$ cat src/rtl/axi_lite_pkg.sv
// Shared definitions for the AXI-lite master bridge: FSM state codes, response codes,
// default widths and the watchdog counter sizing helper.
package axi_lite_pkg;

   localparam int ADDR_W_DEF = 32;
   localparam int DATA_W_DEF = 32;

   localparam logic [2:0] ST_IDLE = 3'd0;
   localparam logic [2:0] ST_AR   = 3'd1;
   localparam logic [2:0] ST_R    = 3'd2;
   localparam logic [2:0] ST_AW_W = 3'd3;
   localparam logic [2:0] ST_B    = 3'd4;
   localparam logic [2:0] ST_RESP = 3'd5;

   localparam logic RESP_OKAY = 1'b0;
   localparam logic RESP_ERR  = 1'b1;

   // Counter only has to reach TIMEOUT-1; keep at least one bit so a disabled watchdog still elaborates.
   function automatic int timer_w(input int timeout);
      return (timeout <= 2) ? 1 : $clog2(timeout);
   endfunction

endpackage

$ cat src/rtl/axi_lite_master_bridge.sv
// Single-outstanding AXI-lite initiator: converts a CPU valid/ready request into an AR/R or
// AW/W/B exchange and returns a registered response, with an optional hang watchdog.
module axi_lite_master_bridge
   import axi_lite_pkg::*;
#(
   parameter int ADDR_W  = ADDR_W_DEF,
   parameter int DATA_W  = DATA_W_DEF,
   parameter int TIMEOUT = 0
) (
   input  logic                clk,
   input  logic                rst,
   input  logic                req_valid,
   output logic                req_ready,
   input  logic                req_wen,
   input  logic [ADDR_W-1:0]   req_addr,
   input  logic [DATA_W-1:0]   req_wdata,
   input  logic [DATA_W/8-1:0] req_wstrb,
   output logic                resp_valid,
   input  logic                resp_ready,
   output logic [DATA_W-1:0]   resp_rdata,
   output logic                resp_err,
   output logic [ADDR_W-1:0]   araddr,
   output logic                arvalid,
   input  logic                arready,
   input  logic [DATA_W-1:0]   rdata,
   input  logic                rresp,
   input  logic                rvalid,
   output logic                rready,
   output logic [ADDR_W-1:0]   awaddr,
   output logic                awvalid,
   input  logic                awready,
   output logic [DATA_W-1:0]   wdata,
   output logic [DATA_W/8-1:0] wstrb,
   output logic                wvalid,
   input  logic                wready,
   input  logic                bresp,
   input  logic                bvalid,
   output logic                bready
);

   localparam int STRB_W = DATA_W / 8;
   localparam int TMR_W  = timer_w(TIMEOUT);

   logic [2:0]        state_q, state_d;
   logic [ADDR_W-1:0] addr_q, addr_d;
   logic [DATA_W-1:0] wdata_q, wdata_d;
   logic [STRB_W-1:0] wstrb_q, wstrb_d;
   logic              aw_done_q, aw_done_d;
   logic              w_done_q, w_done_d;
   logic [TMR_W-1:0]  timer_q, timer_d;
   logic [DATA_W-1:0] rdata_q, rdata_d;
   logic              err_q, err_d;
   logic              aw_hs, w_hs, wd_expired;

   // All AXI/CPU handshake outputs decode from registered state only, so no ready->valid path exists.
   assign req_ready  = (state_q == ST_IDLE);
   assign arvalid    = (state_q == ST_AR);
   assign rready     = (state_q == ST_R);
   assign awvalid    = (state_q == ST_AW_W) && !aw_done_q;
   assign wvalid     = (state_q == ST_AW_W) && !w_done_q;
   assign bready     = (state_q == ST_B);
   assign resp_valid = (state_q == ST_RESP);
   assign araddr     = addr_q;
   assign awaddr     = addr_q;
   assign wdata      = wdata_q;
   assign wstrb      = wstrb_q;
   assign resp_rdata = rdata_q;
   assign resp_err   = err_q;

   assign aw_hs      = awvalid && awready;
   assign w_hs       = wvalid && wready;
   assign wd_expired = (TIMEOUT > 0) && (timer_q == TMR_W'(TIMEOUT - 1));

   always_comb begin
      state_d   = state_q;
      addr_d    = addr_q;
      wdata_d   = wdata_q;
      wstrb_d   = wstrb_q;
      aw_done_d = aw_done_q;
      w_done_d  = w_done_q;
      rdata_d   = rdata_q;
      err_d     = err_q;
      timer_d   = timer_q;

      // Timer saturates at TIMEOUT-1 so a phase completing exactly at expiry cannot wrap it.
      if ((state_q inside {ST_AR, ST_R, ST_AW_W, ST_B}) && !wd_expired) begin
         timer_d = timer_q + 1'b1;
      end

      case (state_q)
         ST_IDLE: begin
            if (req_valid) begin
               addr_d    = req_addr;
               wdata_d   = req_wdata;
               wstrb_d   = req_wstrb;
               aw_done_d = 1'b0;
               w_done_d  = 1'b0;
               timer_d   = '0;
               state_d   = req_wen ? ST_AW_W : ST_AR;
            end
         end
         ST_AR: begin
            if (arready) begin
               state_d = ST_R;
            end else if (wd_expired) begin
               state_d = ST_RESP;
               err_d   = RESP_ERR;
               rdata_d = '0;
            end
         end
         ST_R: begin
            if (rvalid) begin
               rdata_d = rdata;
               err_d   = rresp;
               state_d = ST_RESP;
            end else if (wd_expired) begin
               state_d = ST_RESP;
               err_d   = RESP_ERR;
               rdata_d = '0;
            end
         end
         ST_AW_W: begin
            aw_done_d = aw_done_q || aw_hs;
            w_done_d  = w_done_q || w_hs;
            if (aw_done_d && w_done_d) begin
               aw_done_d = 1'b0;
               w_done_d  = 1'b0;
               state_d   = ST_B;
            end else if (wd_expired) begin
               aw_done_d = 1'b0;
               w_done_d  = 1'b0;
               state_d   = ST_RESP;
               err_d     = RESP_ERR;
               rdata_d   = '0;
            end
         end
         ST_B: begin
            if (bvalid) begin
               err_d   = bresp;
               rdata_d = '0;
               state_d = ST_RESP;
            end else if (wd_expired) begin
               state_d = ST_RESP;
               err_d   = RESP_ERR;
               rdata_d = '0;
            end
         end
         ST_RESP: begin
            if (resp_ready) begin
               state_d = ST_IDLE;
            end
         end
         default: state_d = ST_IDLE;
      endcase
   end

   always_ff @(posedge clk or negedge rst) begin
      if (!rst) begin
         state_q   <= ST_IDLE;
         addr_q    <= '0;
         wdata_q   <= '0;
         wstrb_q   <= '0;
         aw_done_q <= 1'b0;
         w_done_q  <= 1'b0;
         timer_q   <= '0;
         rdata_q   <= '0;
         err_q     <= RESP_OKAY;
      end else begin
         state_q   <= state_d;
         addr_q    <= addr_d;
         wdata_q   <= wdata_d;
         wstrb_q   <= wstrb_d;
         aw_done_q <= aw_done_d;
         w_done_q  <= w_done_d;
         timer_q   <= timer_d;
         rdata_q   <= rdata_d;
         err_q     <= err_d;
      end
   end

endmodule

$ cat config.mk
export PLATFORM = sky130hd
export DESIGN_NAME = axi_lite_master_bridge
export DESIGN_NICKNAME = d
export VERILOG_FILES = /design/src/rtl/axi_lite_pkg.sv /design/src/rtl/axi_lite_master_bridge.sv
export SDC_FILE = /design/constraint.sdc
export NUM_CORES = 1
export LEC_CHECK = 0
export BUFFER_PORTS_ARGS = -buffer_cell sky130_fd_sc_hd__buf_2
export CORE_UTILIZATION = 38
export CTS_CLUSTER_SIZE = 25
export DETAILED_ROUTE_END_ITERATION = 6
export GPL_TIMING_DRIVEN = 0
export PLACE_DENSITY = 0.77
export SYNTH_ARGS = -nofsm -noshare
export SYNTH_HDL_FRONTEND = slang
export SYNTH_SLANG_ARGS = --single-unit
$ cat constraint.sdc
create_clock -name clk -period 1.91 [get_ports clk]
set_input_delay 0.382 -clock clk [delete_from_list [all_inputs] [get_ports clk]]
set_output_delay 0.382 -clock clk [all_outputs]
set_load 0.05 [all_outputs]
==> qor.csv <==
stage,metric,value,unit
run_status,status,"finished, final reports clean",
clock_tree,cts.clk_slew.worst_paths,0.07,ns
sta,fin_crit_sh,97.1,%
routing,wl,10800,um
setup_path,crit_type,reg2out,
final_layout,area_growth,40.2,%
logic_synthesis,synth_top_area_share,56.8,%
clock_tree,cts_max_path_buffers,2,
clock_tree,root_buffer,clkbuf_16,
floorplanning,dieArea,12700,um2
logic_synthesis,synth.area.top_cells,"dfrtp_1 (57%), mux2_2 (16%), mux2i_1 (6.9%), buf_4 (5.8%), inv_1 (2.7%)",
clock_tree,cts.hold.buffers_added,0,
sta,fmax,0.539,GHz
logic_synthesis,synth_warnings,0,
floorplanning,start_util,38.9,%
sta,tightest_slew,0.606,ns
setup_path,cp.arrival,1.47,ns
place,gp_congestion,0.798,
floorplanning,die_width,113,um
clock_tree,cts_tree,done,
final_layout,nets,742,
setup_path,r2r_cells,4,
sta,skew,0.00641,ns
logic_synthesis,synth.distinct_cells,29,
floorplanning,core_region_area,12000,um2
clock_tree,htree_levels,3,
worst_hold_path,hp-class,in2async,
logic_synthesis,syn-num-nets,471,
sta,hold_viol,0,
logic_synthesis,ys_seq_elements,106,
routing,top_layer,met4,
routing,drc,0,
sta,setup_viol,0,
setup_path,required,1.53,ns
logic_synthesis,syn_inst,359,
logic_synthesis,synthArstFlopShare,100,%
floorplanning,dieHeight,113,um
setup_path,cp-start-kind,flip-flop,
routing,avgViaCountPerCell,4.57,
grt,grt_overflow,0,
final_layout,antenna_cells,0,
clock_tree,cts_made_buffers,9,
final_layout,drive_above_1_share,63.5,%
floorplanning,rows,40,
setup_path,r2r-start,state_q[1],
setup_path,cp_max_fo,7,
grt,grt_pass1_wl,16900,um
grt,grt_start_max_net_pins,62,
clock_tree,insertion_delay,0.34,ns
logic_synthesis,synth_seq_area_share,56.8,%
place,hpwl,8210,um
sta,period_minus_slack,1.85,ns
floorplanning,num_io_pins,252,
routing,first_pass_iters,4,
routing,wl_met1,4320,um
clock_tree,clock_sinks,106,
flow_run,cap_viol_max_count,0,
grt,grt_usage,16.8,%
setup_path,worstSetupEndpointType,output pin,
logic_synthesis,netlist_area,4670,um2
sta,max_slew_margin,59.6,%
routing,vias,3577,
sta,hold_slack,0.0471,ns
logic_synthesis,ys.flop_type,dfrtp_1,
place,portBuffers,251,
final_layout,nFillCells,1023,
routing,wl_per_cell,13.8,um
routing,met2WireLength,5650,um
routing,drt_iter0_markers,137,
setup_path,crit_start,state_q[2],
grt,grt_pass1_vias,3484,
logic_synthesis,synth_top_area_cell,dfrtp_1,
logic_synthesis,synth_edf_count,0,
routing,antenna_left,0,
logic_synthesis,syn_avg_cell_area,13.0,um2
grt,antenna_found_initial,0,
sta,maxSlewViolCount,0,
routing,routed-wl-met3,648,um
flip-flops by register name (all words and copies together), names as in the netlist:
name	cells
state_q	3
araddr	32
w_done_q	1
aw_done_q	1
wstrb	4
resp_err	1
wdata	32
resp_rdata	32
final cells by class:
class                      instances  area (um2)  area share (%)
clock buffer                      11         243            3.71
sequential                       106        2660            40.6
tap                              147         184            2.81
multi-input combinational        168        1520            23.3
timing repair buffer             264        1410            21.5
clock inverter                     5        28.8           0.440
inverter                          33         124            1.89
buffer                            48         384            5.87
synth_stat cells, types with 3 or more instances:
master    number
nand2_1       33
mux2_2        65
nor2_1         3
buf_4         36
mux2i_1       32
clkbuf_1       6
inv_1         33
nand3b_1       6
buf_6          8
dfrtp_1      106
a21oi_1        3
mux2_1         6
cells by family (layout without fill, tap and decap cells):
group	Yosys count	count (layout)	share of synthesized area [%]
flops	106	106	56.8
mux	105	105	24.6
buf+inv	85	361	11.1
compound gates	11	11	1.80
simple gates	52	52	5.71
metrics by stage:
stage	cell area [um2]	instances	utilization [%]	setup WS (ns)	setup TNS, ns
CTS	6510	779	54.2	-0.0633	-0.0633
global placement	6120	757	51.0	-0.617	-69.67
global route	6550	782	54.5	-0.0115	-0.0115
floorplan	4680	359	-	-0.0895	-0.179
detailed placement	6150	758	51.2	-0.112	-7.07
finish	6550	782	54.5	0.0558	0
cell usage in the layout, fill, tap and decap left out, types with 3 or more instances in the layout:
master	n
mux2_1	6
clkinv_2	4
buf_6	11
clkbuf_1	3
buf_2	243
nand3b_1	6
a21oi_1	3
mux2i_1	32
inv_1	32
buf_4	51
clkbuf_16	9
mux2_2	65
dfrtp_1	104
nand2_1	33
worst paths after layout:
kind / end / slack (ns)
max: wvalid / 0.06
min: araddr[29] / 0.05
max reg2reg: resp_err / 0.15
min reg2reg: wdata[16] / 0.49
max in group asynchronous: resp_err / 1.16
min in group clk: wdata[16] / 0.26
timing repair:
| action | in CTS | in global routing |
|---|---|---|
| gates cloned | 0 | 0 |
| resized for setup | 15 | 9 |
| pin swaps | 2 | 3 |
| buffers inserted | 7 | 5 |
| setup endpoints to repair | 75 | 8 |
critical path, cell delays in order, from the launching register on:
cell and delay, ns:
dfrtp_2 0.42, clkbuf_8 0.16, nand3b_1 0.22, nor2_2 0.16, buf_6 0.17
per-layer routing:
| layer | track usage (%) | vias to the layer above |
|---|---|---|
| met5 | 0 | - |
| met4 | 7.02 | 0 |
| met3 | 3.70 | 20 |
| met2 | 30.0 | 139 |
| met1 | 19.6 | 1724 |
| li1 | - | 1694 |
Power is left out: the tool's default activity adds up to more than one toggle a clock period on the data nets, which glitch-free logic cannot reach.
